--- config.mk ---
export PLATFORM = sky130hd
export DESIGN_NAME = tune_player
export DESIGN_NICKNAME = d
export VERILOG_FILES = /design/src/rtl/tune_player.sv
export SDC_FILE = /design/constraint.sdc
export NUM_CORES = 1
export LEC_CHECK = 0
export BUFFER_PORTS_ARGS = -buffer_cell sky130_fd_sc_hd__buf_2
export CORE_ASPECT_RATIO = 0.5
export CORE_UTILIZATION = 55
export DETAILED_ROUTE_END_ITERATION = 8
export PLACE_DENSITY = 0.73
export REMOVE_ABC_BUFFERS = 1
export SETUP_SLACK_MARGIN = 0.5
export SLEW_MARGIN = 20
export SYNTH_ARGS = -nofsm -noshare
export SYNTH_HDL_FRONTEND = slang
export SYNTH_SLANG_ARGS = --single-unit
--- constraint.sdc ---
create_clock -name clk -period 10.93 [get_ports clk]
set_clock_uncertainty 0.05 [all_clocks]
set_input_delay 2.186 -clock clk [delete_from_list [all_inputs] [get_ports clk]]
set_output_delay 2.186 -clock clk [all_outputs]
set_load 0.05 [all_outputs]
--- src/rtl/tune_player.sv ---
// Two-song square-wave sequencer for the piezo buzzer: ROM-driven notes with
// tempo scaling, live duty-cycle volume, pause/resume and an articulation gap.
module tune_player #(
  parameter int CLK_HZ  = 50_000_000,
  parameter int BEAT_HZ = 8,
  parameter int GAP_CYC = CLK_HZ / 100
) (
  input  logic       clk,
  input  logic       rst,
  input  logic       start,
  input  logic       stop,
  input  logic       pause,
  input  logic       loop,
  input  logic       song_sel,
  input  logic [1:0] tempo,
  input  logic [2:0] volume,
  output logic       beep,
  output logic       busy,
  output logic [5:0] note_idx,
  output logic       song_done
);

  localparam int BEAT_CYC = CLK_HZ / BEAT_HZ;
  localparam int NW = $clog2(4 * BEAT_CYC + 1);
  localparam int PW = $clog2(CLK_HZ / 262 + 1);
  localparam int MW = PW + 3;

  localparam logic [3:0] REST = 4'd0;
  localparam logic [3:0] L_A  = 4'd7;
  localparam logic [3:0] L_B  = 4'd8;
  localparam logic [3:0] M_C  = 4'd9;
  localparam logic [3:0] M_D  = 4'd10;
  localparam logic [3:0] M_E  = 4'd11;
  localparam logic [3:0] M_F  = 4'd12;
  localparam logic [3:0] M_G  = 4'd13;
  localparam logic [3:0] M_GS = 4'd14;
  localparam logic [3:0] M_A  = 4'd15;

  typedef enum logic [1:0] {IDLE, PLAY, PAUSED} state_t;

  state_t        state, state_next;
  logic          song_q;
  logic [1:0]    tempo_q;
  logic [5:0]    idx;
  logic [NW-1:0] ncnt;
  logic [PW-1:0] tcnt;

  logic [6:0]    entry;
  logic [3:0]    note;
  logic [1:0]    dur;
  logic          last;
  logic [PW-1:0] per;
  logic [NW-1:0] beat_len;
  logic [NW-1:0] nlen;
  logic          note_end;
  logic          tone_wrap;
  logic          tone_hi;
  logic          gap_ok;
  logic          beep_d;
  logic          done_d;

  // ROM word: {end flag, beats-1, note code}
  function automatic logic [6:0] ent(input logic [3:0] n, input logic [1:0] d, input logic e);
    return {e, d, n};
  endfunction

  function automatic logic [6:0] rom_lookup(input logic s, input logic [5:0] i);
    logic [6:0] w;
    w = ent(REST, 2'd0, 1'b1);
    if (s) begin
      case (i)
        6'd0: w = ent(M_A,  2'd0, 1'b0);
        6'd1: w = ent(M_GS, 2'd0, 1'b0);
        6'd2: w = ent(M_E,  2'd0, 1'b0);
        6'd3: w = ent(M_C,  2'd0, 1'b0);
        6'd4: w = ent(L_A,  2'd0, 1'b0);
        6'd5: w = ent(REST, 2'd0, 1'b0);
        6'd6: w = ent(L_A,  2'd1, 1'b1);
        default: w = ent(REST, 2'd0, 1'b1);
      endcase
    end else begin
      case (i)
        6'd0:  w = ent(M_E,  2'd1, 1'b0);
        6'd1:  w = ent(L_B,  2'd0, 1'b0);
        6'd2:  w = ent(M_C,  2'd0, 1'b0);
        6'd3:  w = ent(M_D,  2'd1, 1'b0);
        6'd4:  w = ent(M_C,  2'd0, 1'b0);
        6'd5:  w = ent(L_B,  2'd0, 1'b0);
        6'd6:  w = ent(L_A,  2'd1, 1'b0);
        6'd7:  w = ent(L_A,  2'd0, 1'b0);
        6'd8:  w = ent(M_C,  2'd0, 1'b0);
        6'd9:  w = ent(M_E,  2'd1, 1'b0);
        6'd10: w = ent(M_D,  2'd0, 1'b0);
        6'd11: w = ent(M_C,  2'd0, 1'b0);
        6'd12: w = ent(L_B,  2'd2, 1'b0);
        6'd13: w = ent(M_C,  2'd0, 1'b0);
        6'd14: w = ent(M_D,  2'd1, 1'b0);
        6'd15: w = ent(M_E,  2'd1, 1'b0);
        6'd16: w = ent(M_C,  2'd1, 1'b0);
        6'd17: w = ent(L_A,  2'd1, 1'b0);
        6'd18: w = ent(L_A,  2'd1, 1'b0);
        6'd19: w = ent(REST, 2'd1, 1'b0);
        6'd20: w = ent(REST, 2'd0, 1'b0);
        6'd21: w = ent(M_D,  2'd2, 1'b0);
        6'd22: w = ent(M_F,  2'd0, 1'b0);
        6'd23: w = ent(M_A,  2'd1, 1'b0);
        6'd24: w = ent(M_G,  2'd0, 1'b0);
        6'd25: w = ent(M_F,  2'd0, 1'b0);
        6'd26: w = ent(M_E,  2'd2, 1'b0);
        6'd27: w = ent(M_C,  2'd0, 1'b0);
        6'd28: w = ent(M_E,  2'd1, 1'b0);
        6'd29: w = ent(M_D,  2'd0, 1'b0);
        6'd30: w = ent(M_C,  2'd0, 1'b0);
        6'd31: w = ent(L_B,  2'd1, 1'b0);
        6'd32: w = ent(L_B,  2'd0, 1'b0);
        6'd33: w = ent(M_C,  2'd0, 1'b0);
        6'd34: w = ent(M_D,  2'd1, 1'b0);
        6'd35: w = ent(M_E,  2'd1, 1'b0);
        6'd36: w = ent(M_C,  2'd1, 1'b0);
        6'd37: w = ent(L_A,  2'd1, 1'b0);
        6'd38: w = ent(L_A,  2'd1, 1'b0);
        6'd39: w = ent(REST, 2'd1, 1'b1);
        default: w = ent(REST, 2'd0, 1'b1);
      endcase
    end
    return w;
  endfunction

  // Pitch periods fold to constants; a rest gets a harmless nonzero period.
  function automatic logic [PW-1:0] per_of(input logic [3:0] n);
    case (n)
      4'd1:  return PW'(CLK_HZ / 262);
      4'd2:  return PW'(CLK_HZ / 294);
      4'd3:  return PW'(CLK_HZ / 330);
      4'd4:  return PW'(CLK_HZ / 349);
      4'd5:  return PW'(CLK_HZ / 392);
      4'd6:  return PW'(CLK_HZ / 415);
      4'd7:  return PW'(CLK_HZ / 440);
      4'd8:  return PW'(CLK_HZ / 494);
      4'd9:  return PW'(CLK_HZ / 523);
      4'd10: return PW'(CLK_HZ / 587);
      4'd11: return PW'(CLK_HZ / 659);
      4'd12: return PW'(CLK_HZ / 698);
      4'd13: return PW'(CLK_HZ / 784);
      4'd14: return PW'(CLK_HZ / 831);
      4'd15: return PW'(CLK_HZ / 880);
      default: return PW'(CLK_HZ / 262);
    endcase
  endfunction

  assign entry    = rom_lookup(song_q, idx);
  assign note     = entry[3:0];
  assign dur      = entry[5:4];
  assign last     = entry[6];
  assign per      = per_of(note);
  assign beat_len = NW'(BEAT_CYC) >> tempo_q;

  always_comb begin
    nlen = beat_len;
    case (dur)
      2'd0: nlen = beat_len;
      2'd1: nlen = beat_len << 1;
      2'd2: nlen = beat_len + (beat_len << 1);
      2'd3: nlen = beat_len << 2;
      default: nlen = beat_len;
    endcase
  end

  assign note_end  = (ncnt == nlen - NW'(1));
  assign tone_wrap = (tcnt == per - PW'(1));
  assign tone_hi   = ({tcnt, 3'b000} < (MW'(per) * MW'(volume)));
  assign gap_ok    = (32'(ncnt) + 32'(GAP_CYC)) < 32'(nlen);

  // Control handshake: start/stop are single-cycle pulses accepted on the
  // clock edge that samples them (stop dominates); pause/loop are levels.
  always_comb begin
    state_next = state;
    done_d     = 1'b0;
    case (state)
      IDLE: begin
        if (start && !stop) state_next = PLAY;
      end
      PLAY: begin
        if (stop) begin
          state_next = IDLE;
        end else if (note_end && last) begin
          done_d = 1'b1;
          if (!loop)      state_next = IDLE;
          else if (pause) state_next = PAUSED;
        end else if (pause) begin
          state_next = PAUSED;
        end
      end
      PAUSED: begin
        if (stop)        state_next = IDLE;
        else if (!pause) state_next = PLAY;
      end
      default: state_next = IDLE;
    endcase
    beep_d = (state == PLAY) && (state_next == PLAY) && (note != REST) && gap_ok && tone_hi;
  end

  always_ff @(posedge clk or negedge rst) begin
    if (!rst) begin
      state     <= IDLE;
      song_q    <= 1'b0;
      tempo_q   <= 2'd0;
      idx       <= 6'd0;
      ncnt      <= '0;
      tcnt      <= '0;
      beep      <= 1'b0;
      song_done <= 1'b0;
    end else begin
      state     <= state_next;
      beep      <= beep_d;
      song_done <= done_d;
      if (state == IDLE) begin
        if (start && !stop) begin
          song_q  <= song_sel;
          tempo_q <= tempo;
          idx     <= 6'd0;
          ncnt    <= '0;
          tcnt    <= '0;
        end
      end else if (state == PLAY && !stop) begin
        // The edge that enters PAUSED still counts as a played cycle.
        if (note_end) begin
          ncnt <= '0;
          tcnt <= '0;
          if (!last)     idx <= idx + 6'd1;
          else if (loop) idx <= 6'd0;
        end else begin
          ncnt <= ncnt + NW'(1);
          tcnt <= tone_wrap ? '0 : tcnt + PW'(1);
        end
      end
    end
  end

  assign busy     = (state != IDLE);
  assign note_idx = idx;

endmodule

* Yosys cells after proc, flatten, opt, wreduce, memory -nomap -nowiden
Memories as Yosys holds them, arrays and structs flattened. Index checks and enable logic that the tools add are counted.
Operators by class: multiplexer cells 29, shifts and indexed selects 1, reduce and logical (&&, ||, !) cells 18, add/sub/neg operators 7, multiply operators 1, magnitude comparators 2, eq/ne operators 16
Operator list (number):
- 25-bit 2-to-1 mux | 4
- 25-bit one-hot mux with 4 select lines | 1
- 18-bit 2-to-1 mux | 5
- 7-bit one-hot mux with 7 select lines | 1
- 6-bit 2-to-1 mux | 6
- 25-bit by 19-bit adder with 26-bit output (second input constant) | 1
- 26-bit by 25-bit < comparator with 1-bit output | 1
- 25-bit by 1-bit adder with 25-bit output (second input constant) | 1
- 25-bit adder | 1
- 25-bit == test | 1
- 23-bit by 2-bit right shift with 25-bit output (first input constant) | 1
- 25-bit by 1-bit subtractor with 25-bit output (second input constant) | 1
- 21-bit < comparator | 1
- 18-bit by 3-bit multiplier with 21-bit output | 1
- 18-bit by 1-bit adder with 18-bit output (second input constant) | 1
- 18-bit == test | 1
- 6-bit by 3-bit == test with 1-bit output (second input constant) | 3
- 18-bit by 1-bit subtractor with 18-bit output (second input constant) | 1
- 2-bit 2-to-1 mux | 7
- 6-bit by 2-bit == test with 1-bit output (second input constant) | 2
- 1-bit logical AND | 7
- 7-bit 2-to-1 mux | 1
- 6-bit by 1-bit adder with 6-bit output (second input constant) | 1
- 2-bit by 1-bit == test with 1-bit output (second input constant) | 3
- other kinds (13) | 21
Storage, ports and cells: memories kept 2, input bits 12, output and inout bits 9, ROM bits 736, flip-flop bits (word level) 56, word-level logic and storage cells 84
Memories:
- (no name shown) | words 64, width 7, rd ports 1, clocked after memory_dff 0, write ports 0, line 82 | case (i)
- (no name shown) | words 16, width 18, rd ports 1, clocked after memory_dff 0, write ports 0, line 131 | case (n)

* Depth between registers and ports, before layout
depth in word-level cells 16, mapped depth 41, gate-level depth less buffers 38

* Worst setup path before layout
OpenSTA, ideal clock, no wires.
path type register -> register, start point register idx[1] (netlist: note_idx[1]), end point register beep, stages on the path, launching flop included 41, setup slack 2.526 ns, data required time 10.779 ns, data arrival time 8.254 ns, clock period less this slack 8.404 ns, buffers on the path 3, path through dfrtp_1 clkbuf_1 inv_1 ha_1 or3b_1 clkbuf_1 nand2_1 nor3_1 or3_1 clkbuf_1 ha_1 inv_1 a311oi_1 a32oi_1 a21boi_0 o21a_1 nand2_1 fa_1 (+5 left out) o21bai_1 a21oi_1 o21bai_1 a21oi_1 nor2b_1 o31ai_1 a21oi_1 a21o_1 a31oi_1 xor2_1 ha_1 a21o_1 a21o_1 a2111oi_0 o221ai_1 a21oi_1 o311ai_0 nor4_1
Between the ends: longest elaborated chain between the ends 16, elaborated cells on any way between the ends 31, those cells by class add/sub: 1; mul: 1; order compare: 2; eq/ne: 11; mux: 6; reduce/logical: 8; memory: 2
Ends and longest elaborated chain:
- start: declaration | line 44 | logic [5:0] idx;
- start signal: assignment | line 230 | if (!last) idx <= idx + 6'd1;
- branches (longest 2 deep; another with memory read 64 x 7 bit)
- 7-bit 2-to-1 mux * | line 70 | if (s) begin
- branches (longest 12 deep; another with 18-bit by 3-bit multiplier with 21-bit output)
- 1-bit logical AND * | line 200 | beep_d = (state == PLAY) && (state_next == PLAY) && (note != REST) && gap_ok && tone_hi;
- net beep_d | line 59 | logic beep_d;
- end signal: assignment | line 215 | beep <= beep_d;
- end: declaration | line 17 | output logic beep,
Mark *: on every way through the listed nets, which the timed path passes. A chain may end at the register's enable or synchronous reset.

* Worst setup path after layout
Same ends and word-level chain as after synthesis.

==> results.json <==
{
  "run_status": "complete, no violations",
  "clock_tree.buffer_depth": 2,
  "p_sw_share_pct": 53.5,
  "gp_congestion": 0.937,
  "worst_ir_drop_vdd_v": 0.000112,
  "post_route_cells_drive_above_1_share_pct": 6.41,
  "post-route-period-util_pct": 85.0,
  "die_footprint_um2": 17100,
  "tritoncts": "yes",
  "synth_top_area_share_pct": 15.4,
  "worstSetupEndpointType": "register",
  "netlist_top_cells_area": "sky130_fd_sc_hd__dfrtp_1 15%, sky130_fd_sc_hd__ha_1 13%, sky130_fd_sc_hd__nand2_1 4.9%, sky130_fd_sc_hd__xnor2_1 4.5%, sky130_fd_sc_hd__fa_1 3.7%",
  "core_um2": 15800,
  "largest_net_degree_at_the_start_of_global_routing": 57,
  "die_h_um": 93,
  "initial_core_util_pct": 57.7,
  "power_switching_mw": 1.14,
  "clock_sink_count": 56,
  "clock-root-buffer": "sky130_fd_sc_hd__clkbuf_16",
  "synthesis.instances": 1188,
  "p_leak_nw": 4.17,
  "seq_power_share_pct": 11.6,
  "totalWireLength_um": 25300,
  "io_pins": 21,
  "setup_violations": 0,
  "clk_pin_slew_ns": 0.08,
  "achievable-frequency_mhz": 108,
  "report.final.slew_viol_count": 0,
  "cell_accounting_for_the_most_synthesized_area": "sky130_fd_sc_hd__dfrtp_1",
  "cap_violations": 0,
  "grt.met3_usage_pct": 3.62,
  "drtPass1Iterations": 5,
  "route.antenna.remaining_nets": 0,
  "internal-power_uw": 988,
  "dpl.hpwl_um": 19000,
  "hold_buffers": 0,
  "footprint_of_the_multi_input_gates_um2": 7020,
  "timing_worst_setup_path_type": "register to register",
  "max_slew.worst_pin.slew_ns": 1.15,
  "rows": 32,
  "synth_area_um2": 9110,
  "number_of_antenna_violations_at_the_first_check_in_global_routing": 0,
  "insertedDiodeCount": 0,
  "cts_max_level": 2,
  "critPathMostFrequentCell": "sky130_fd_sc_hd__a21oi_1",
  "asyncSetResetFlopFracSynth_pct": 100,
  "groute.usage.overall_pct": 30.0,
  "nFillCells": 1485,
  "critPathMaxFanout": 15,
  "layout-area-overhead-vs-synth_pct": 2.94,
  "netlist_top_cells_count": "120 x sky130_fd_sc_hd__nand2_1, 92 x sky130_fd_sc_hd__ha_1, 89 x sky130_fd_sc_hd__inv_1",
  "avgRoutedWirePerCell_um": 18.4,
  "vias": 8915,
  "timing.max_slew.rel_slack_pct": 22.6,
  "globalRouteMet2Util_pct": 51.7,
  "finalNetCount": 1275,
  "timing.hold.worst.class": "register to register",
  "critical_path.slowest_cell": "sky130_fd_sc_hd__dfrtp_1",
  "total_power_mw": 2.13,
  "postSynth.topFlopCell": "sky130_fd_sc_hd__dfrtp_1",
  "most_used_layer_global_route": "met2",
  "synth_edf_count": 0,
  "clock_insertion_delay_worst_skew_ns": 0.31,
  "fp.dieW_um": 184,
  "vias_per_cell": 6.48,
  "remaining_drc_errors": 0,
  "combinationalPowerShare_pct": 80.1,
  "slowest_delay_ns": 0.63,
  "startpoint_class": "register",
  "worst-endpoint-arrival_ns": 9.44,
  "post-route-min-period_ns": 9.29,
  "cts_setup_buffers": 0,
  "power_density_over_the_cells_nw_per_um2": 227,
  "aggregate_negative_setup_slack_ns": 0,
  "portBuffers": 20,
  "share_clk_of_total_power_pct": 8.3,
  "detail_route.iter0.violations": 968,
  "synth_cell_types": 95,
  "synth_seq_area_share_pct": 15.4,
  "first_global_vias": 8323,
  "cts_buffers": 5,
  "worst_ep_required_ns": 11.08,
  "grt_overflow": 0,
  "synth.ff_latch_count": 56,
  "synth_most_common_cell": "sky130_fd_sc_hd__nand2_1",
  "wire_length_of_the_first_global_routing_pass_um": 41600,
  "global_route.usage.met1_pct": 40.2,
  "synth-warning-count": 0,
  "synth.avg_cell_area_um2": 7.67,
  "final_hold_violating_endpoints": 0,
  "postCtsResizedCells": 0,
  "rsz0062_at_grt": "no",
  "sequential_cell_area_um2": 1400
}
## state kept, by name, summed over array words and instances, names as in the netlist
| signal | cells |
|---|---|
| tcnt | 18 |
| note_idx | 6 |
| song_q | 1 |
| song_done | 1 |
| beep | 1 |
| ncnt | 25 |
| state | 2 |
| tempo_q | 2 |
## critical path, delay by kind of cell, from the launching register on
family	cells	cell delay, ns
adder cells (fa/ha/maj)	6	2.04
buffers and inverters	3	0.43
XOR/XNOR	1	0.19
flip-flops	1	0.63
AND/OR/NAND/NOR	7	1.65
AO/OA/AOI/OAI	20	4.19
## metal layers
| layer | routed length (um) | vias to the layer above |
|---|---|---|
| li1 | - | 4265 |
| met1 | 11500 | 4265 |
| met2 | 11800 | 348 |
| met3 | 1610 | 37 |
| met4 | 356 | 0 |
| met5 | 0 | - |
## stage by stage
step | util [%] | setup WS, ns | instances | hold WS [ns] | cell area (um^2)
global route | 59.4 | 0.880 | 1376 | 0.577 | 9380
CTS | 59.4 | 1.70 | 1376 | 0.536 | 9380
floorplan | - | 2.49 | 1117 | 0.450 | 8760
detailed placement | 58.5 | 1.77 | 1368 | 0.524 | 9230
global placement | 58.5 | 2.12 | 1368 | 0.515 | 9230
finish | 59.4 | 1.64 | 1376 | 0.527 | 9380
## layout make-up
type                       count  share of cell area [%]
tap                          221                    2.95
multi-input combinational    968                    74.9
timing repair buffer          30                    1.87
clock inverter                 1                  0.0801
sequential                    56                    14.9
clock buffer                   7                    1.52
inverter                      93                    3.72
## power groups by stage
stage | Clock (mW) | Sequential (mW) | Combinational [mW]
finish | 0.176 | 0.246 | 1.70
detailed placement | 0 | 0.250 | 1.67
global placement | 0 | 0.249 | 1.63
CTS | 0.178 | 0.245 | 1.68
global route | 0.186 | 0.250 | 1.90
floorplan | 0 | 0.245 | 1.28
## kinds of logic after synthesis
| logic type | synth area share, % |
|---|---|
| AOI/OAI and AO/OA | 23.9 |
| adders and majority gates | 16.4 |
| DFF | 15.4 |
| xor gates and xnor gates | 7.69 |
| and+or+nand+nor | 25.6 |
| muxes | 3.41 |
| buffers and inverters | 7.66 |
## final timing paths
| check | startpoint | end | slack, ns | cells past startpoint |
|---|---|---|---|---|
| worst max-delay path | note_idx[1] | beep | 1.64 | 37 |
| worst min-delay path | ncnt[0] | ncnt[0] | 0.53 | 1 |
| worst max register to register | note_idx[1] | beep | 1.64 | 37 |
| worst min register to register | ncnt[0] | ncnt[0] | 0.53 | 1 |
| max in group asynchronous | rst | tcnt[16] | 8.33 | 2 |
| min in group asynchronous | rst | tempo_q[0] | 1.95 | 2 |
## cells in the final DEF (no fill, tap or decap), types with 12 or more instances in the layout
master	Yosys	final
sky130_fd_sc_hd__nor2b_1	19	19
sky130_fd_sc_hd__a21oi_1	55	55
sky130_fd_sc_hd__nand2_1	120	120
sky130_fd_sc_hd__fa_1	17	17
sky130_fd_sc_hd__nand4_1	30	30
sky130_fd_sc_hd__nor3_1	31	31
sky130_fd_sc_hd__nand2b_1	19	19
sky130_fd_sc_hd__a31oi_1	27	27
sky130_fd_sc_hd__xnor2_1	47	47
sky130_fd_sc_hd__ha_1	92	92
sky130_fd_sc_hd__o21ai_0	50	49
sky130_fd_sc_hd__and2_1	12	12
sky130_fd_sc_hd__or3_1	15	15
sky130_fd_sc_hd__inv_1	89	89
sky130_fd_sc_hd__o21a_1	14	14
sky130_fd_sc_hd__mux2i_1	25	25
sky130_fd_sc_hd__xor2_1	33	33
sky130_fd_sc_hd__nand3_1	46	46
sky130_fd_sc_hd__and3_1	22	22
sky130_fd_sc_hd__dfrtp_1	56	56
sky130_fd_sc_hd__nor2_1	67	67
sky130_fd_sc_hd__a21o_1	16	16
sky130_fd_sc_hd__buf_2	18	20
Power figures use the tool's default switching activity.
